$ cat config.mk
export PLATFORM = sky130hd
export DESIGN_NAME = alu_result_skid
export DESIGN_NICKNAME = d
export VERILOG_FILES = /design/src/rtl/alu_result_skid_pkg.sv /design/src/rtl/alu_result_skid_ovf_counter.sv /design/src/rtl/alu_result_skid.sv
export SDC_FILE = /design/constraint.sdc
export NUM_CORES = 1
export LEC_CHECK = 0
export ABC_AREA = 1
export BUFFER_PORTS_ARGS = -buffer_cell sky130_fd_sc_hd__buf_2
export CAP_MARGIN = 20
export CORE_UTILIZATION = 41
export CTS_BUF_LIST = sky130_fd_sc_hd__clkbuf_4 sky130_fd_sc_hd__clkbuf_8
export CTS_CLUSTER_SIZE = 28
export DETAILED_ROUTE_END_ITERATION = 6
export PLACE_DENSITY = 0.66
export SLEW_MARGIN = 30
export SYNTH_ARGS = -nofsm -noshare
export SYNTH_HDL_FRONTEND = slang
export SYNTH_SLANG_ARGS = --single-unit
$ cat constraint.sdc
create_clock -name soc_clk -period 1.25 [get_ports soc_clk]
set_input_delay 0.25 -clock soc_clk [delete_from_list [all_inputs] [get_ports soc_clk]]
set_output_delay 0.25 -clock soc_clk [all_outputs]
set_load 0.05 [all_outputs]
$ cat src/rtl/alu_result_skid_pkg.sv
// rtl/alu_result_skid_pkg.sv - shared types and constants for the ALU result skid stage
package alu_result_skid_pkg;

  localparam int ALU_DATA_W = 32;
  localparam int ALU_TAG_W  = 5;

  typedef enum logic [1:0] {
    EMPTY = 2'd0,
    ONE   = 2'd1,
    FULL  = 2'd2
  } state_e;

  typedef struct packed {
    logic [ALU_DATA_W-1:0] result;
    logic                  overflow;
    logic [ALU_TAG_W-1:0]  rd;
  } alu_res_t;

  localparam logic [ALU_TAG_W-1:0] REG_ZERO = '0;

endpackage

$ cat src/rtl/alu_result_skid_ovf_counter.sv
// rtl/alu_result_skid_ovf_counter.sv - saturating overflow event counter
module ovf_counter #(
  parameter int CNT_W = 8
) (
  input  logic             clk,
  input  logic             rst_n,
  input  logic             inc,
  output logic [CNT_W-1:0] count
);

  localparam logic [CNT_W-1:0] CNT_MAX = '1;

  always_ff @(posedge clk or negedge rst_n) begin
    if (!rst_n) begin
      count <= '0;
    end else if (inc && (count != CNT_MAX)) begin
      count <= count + 1'b1;
    end
  end

endmodule

$ cat src/rtl/alu_result_skid.sv
// rtl/alu_result_skid.sv - two-entry skid buffer between ALU result and writeback
module alu_result_skid
  import alu_result_skid_pkg::*;
#(
  parameter int DATA_W = ALU_DATA_W,
  parameter int TAG_W  = ALU_TAG_W,
  parameter int CNT_W  = 8
) (
  input  logic              soc_clk,
  input  logic              reset,
  input  logic              flush,
  input  logic              in_valid,
  output logic              in_ready,
  input  logic [DATA_W-1:0] in_result,
  input  logic              in_overflow,
  input  logic [TAG_W-1:0]  in_rd,
  output logic              out_valid,
  input  logic              out_ready,
  output logic [DATA_W-1:0] out_result,
  output logic              out_overflow,
  output logic [TAG_W-1:0]  out_rd,
  output logic              out_we,
  output logic              ovf_sticky,
  input  logic              ovf_sticky_clr,
  output logic [CNT_W-1:0]  ovf_count
);

  state_e   state_q, state_d;
  alu_res_t main_q, skid_q, in_ent;
  logic     push, pop, ovf_inc;

  assign in_ent  = '{result: in_result, overflow: in_overflow, rd: in_rd};
  assign push    = in_valid & in_ready;
  assign pop     = out_valid & out_ready;
  // Flushed pushes still count as overflow events.
  assign ovf_inc = push & in_overflow;

  always_ff @(posedge soc_clk or negedge reset) begin
    if (!reset) begin
      state_q <= EMPTY;
    end else begin
      state_q <= state_d;
    end
  end

  always_comb begin
    state_d = state_q;
    case (state_q)
      EMPTY: if (push) state_d = ONE;
      ONE: begin
        if (push && !pop)      state_d = FULL;
        else if (!push && pop) state_d = EMPTY;
      end
      FULL:    if (pop) state_d = ONE;
      default: state_d = EMPTY;
    endcase
    if (flush) state_d = EMPTY;
  end

  // in_ready is a pure function of the state register, so it never sees out_ready.
  always_comb begin
    out_valid = (state_q != EMPTY);
    in_ready  = (state_q != FULL);
  end

  always_ff @(posedge soc_clk or negedge reset) begin
    if (!reset) begin
      main_q <= '0;
      skid_q <= '0;
    end else if (!flush) begin
      case (state_q)
        EMPTY: if (push) main_q <= in_ent;
        ONE: begin
          if (push && pop) main_q <= in_ent;
          else if (push)   skid_q <= in_ent;
        end
        FULL:    if (pop) main_q <= skid_q;
        default: ;
      endcase
    end
  end

  assign out_result   = main_q.result;
  assign out_overflow = main_q.overflow;
  assign out_rd       = main_q.rd;
  assign out_we       = out_valid & (main_q.rd != REG_ZERO);

  // A same-cycle overflow wins over the clear.
  always_ff @(posedge soc_clk or negedge reset) begin
    if (!reset) begin
      ovf_sticky <= 1'b0;
    end else if (ovf_inc) begin
      ovf_sticky <= 1'b1;
    end else if (ovf_sticky_clr) begin
      ovf_sticky <= 1'b0;
    end
  end

  ovf_counter #(.CNT_W(CNT_W)) u_ovf_counter (
    .clk   (soc_clk),
    .rst_n (reset),
    .inc   (ovf_inc),
    .count (ovf_count)
  );

endmodule

==> results.json <==
{
  "r2r_slack_ns": -0.32,
  "fin_cells": 799,
  "hp-start": "ovf_sticky_clr",
  "ys_warn_count": 0,
  "gr-usage-met2": 0.4057,
  "leakagePower_nw": 3.316,
  "synth_top_cell_by_area": "dfrtp_1",
  "synth_compound_area_frac": 0.1563,
  "crit_chain": "nor2_4 > buf_6 > inv_4 > o21ai_2 > inv_2 > buf_8",
  "fin_ws_ns": -0.3808,
  "grt_pass1_wl_um": 18950,
  "fin_crit_sh": 1.305,
  "syn_inst": 512,
  "hold_viol_final": 0,
  "max_slew.worst_pin.slew_ns": 0.4723,
  "setup_viol": 93,
  "vias": 4201,
  "cts_max_path_buffers": 2,
  "worst_r2r_path_depth": 8,
  "dpl_cell_area_um2": 4746,
  "start_util": 0.4279,
  "synth-xor-area-share": 0.006552,
  "final_core_util": 0.7028,
  "ys_ff_latch": 87,
  "cts_made_buffers": 9,
  "die_y_um": 100.9,
  "clkLatencyLatePin_ns": 0.36,
  "finalClockSkew_ns": 0.01287,
  "synthMuxAreaShare": 0,
  "rsz0062_at_grt": "yes",
  "hold_path_class": "in -> reg",
  "syn_nets": 557,
  "syn2layout_area_growth_pct": 64.24,
  "synth_edf_count": 0,
  "final_area_um2": 6586,
  "mappedNetlistArea_um2": 4010,
  "r2r_end": "u_ovf_counter.count[6]",
  "fin_nets": 710,
  "synth_cell_type_count": 21,
  "timing.max_cap.violations": 0,
  "track_usage": 0.2422,
  "crit_family": "flip-flops",
  "cts_tree": "yes",
  "ys_seq_area_frac": 0.5429,
  "die_x_um": 100.9,
  "slew_headroom": 0.6851,
  "drt_wl_total_um": 13810,
  "worstPathRequired_ns": 1.00,
  "cts-root-buf": "clkbuf_8",
  "drv_slew": 0,
  "synth_top_family_by_area": "simple AND/OR/NAND/NOR gates",
  "synth_top_cells_by_count": "nand2_1 (162), dfrtp_1 (87), o21ai_0 (62)",
  "hpwl_um": 6178,
  "criticalPathCategory": "reg -> out",
  "grt_util_met1": 0.3088,
  "rows": 35,
  "cpPeakStageDelay_ns": 0.46,
  "fin_tns_setup_ns": -20.71,
  "antenna_cells": 0,
  "synth-adder-area-share": 0.003120,
  "critPathMaxFanout": 3,
  "ant_nets": 0,
  "clk_pin_slew_ns": 0.09,
  "synth_area_leaders": "dfrtp_1 (54%), nand2_1 (15%), o21ai_0 (7.7%), a21oi_1 (4.7%), inv_1 (4.6%)",
  "post_drt_wl_per_cell_um": 17.28,
  "crit_path_top_delay_cell": "dfrtp_1",
  "period_needed_ns": 1.631,
  "ys_async_sr_fraction": 1.000,
  "synth.most_common_cell": "nand2_1",
  "clkSinkCount": 87,
  "io_buffers": 93,
  "cellPowerDensity_nw_per_um2": 1602,
  "placed_cells_incl_taps": 731,
  "grt_pass1_vias": 3892,
  "fmax_ghz": 0.6132,
  "synth_simple_gate_area_frac": 0.2059,
  "dieArea_um2": 10180,
  "drive_above_1_share": 0.4493,
  "worstPathBufferInverterCount": 4,
  "drc": 0,
  "violations": "setup timing",
  "core_area_um2": 9371,
  "drtIter0Drc": 287,
  "holdPathEnd": "ovf_sticky",
  "grt_antenna_before_repair": 0,
  "htree_levels": 3,
  "status": "complete, but fails checks",
  "io_pins": 94,
  "yosys_most_used_dff": "dfrtp_1",
  "use_met3": 0.05201,
  "place_congestion": 0.7591,
  "grt_max_degree": 88,
  "arrival_ns": 1.38,
  "yosysTopAreaCellShare": 0.5429,
  "via_per_inst": 5.258,
  "critPathLaunchType": "flip-flop",
  "hold_path_depth": 2,
  "avgSynthCellArea_um2": 7.832,
  "overflow": 0,
  "end_kind": "primary output",
  "grt-busiest-layer": "met2",
  "peakVddDrop_mv": 1.081,
  "r2r_start": "state_q[1]",
  "drt_pre_antenna_iters": 5
}
## final cells by class
class                      count  area, um2
fill                         687       2785
clock buffer                  10      137.6
clock inverter                 6      107.6
tap                          129      161.4
timing repair buffer         167       1750
inverter                      52      207.7
multi-input combinational    348       2029
sequential                    87       2192
## through the flow
stage               setup slack, ns  total power [mW]  hold slack (ns)
detailed placement          -0.4693             6.956           0.3286
global placement            -0.3718             6.874           0.3257
global route                -0.4096             11.03          0.06892
CTS                         -0.3379             9.871          0.06520
floorplan                  -0.08797             6.106         -0.04559
finish                      -0.3808             10.55          0.06214
## layer usage
layer  vias up  part of all wire
li1       1934                 -
met1      2073              0.40
met2       167              0.52
met3        27             0.054
met4         0             0.026
met5         -                 0
## worst register-to-register path, stage by stage (launching register included)
cell	delay [ns]
dfrtp_1	0.46
buf_4	0.19
nand2_4	0.09
buf_12	0.12
buf_12	0.14
nand3_4	0.11
a21oi_4	0.23
nand2_1	0.10
nand2_1	0.06
## power by group
part	internal (mW)	switching (mW)
Combinational	1.47	2.55
Clock	1.38	1.05
Sequential	3.51	0.590
## cells in the final DEF (no fill, tap or decap), types with 18 or more instances in the layout
cell type  netlist  routed
nand2_1        162     140
buf_2           15      49
inv_1           49      46
dfrtp_1         87      75
o21ai_0         62      38
clkbuf_4         0      18
nor2_4           0      28
o21ai_1         22      35
a21oi_2          1      28
buf_4            0      37
buf_6            3      23
## state kept, by name (all words and copies together) (netlist names)
signal / flops
skid_q: 38
out_result: 32
u_ovf_counter.count: 8
out_rd: 5
state_q: 2
out_overflow: 1
ovf_sticky: 1
## how the worst max path moves through the flow
stage / to / from / slack [ns] / cells after the start
2_1_floorplan: u_ovf_counter.count[2] / u_ovf_counter.count[1] / -0.09 / 7
3_3_place_gp: out_result[11] / state_q[0] / -0.37 / 5
3_5_place_dp: out_result[4] / state_q[0] / -0.47 / 5
4_1_cts: out_we / state_q[0] / -0.34 / 6
5_1_grt: out_we / state_q[1] / -0.41 / 6
6_report: out_we / state_q[1] / -0.38 / 6
## what timing repair did
item,CTS,global route
hold buffers,1,0
endpoints found under the hold margin,87,0
setup endpoints to repair,92,119
gates cloned,12,6
buffers inserted,25,9
resized for setup,105,178
pin swaps,13,23
## kinds of logic (layout without fill, tap and decap cells)
logic type	after synthesis	in the layout
and+or+nand+nor	217	220
AOI/OAI and AO/OA	124	124
DFF	87	87
buffers and inverters	80	235
xor gates and xnor gates	3	3
adders and majority gates	1	1
(Power assumes the default switching activity.)
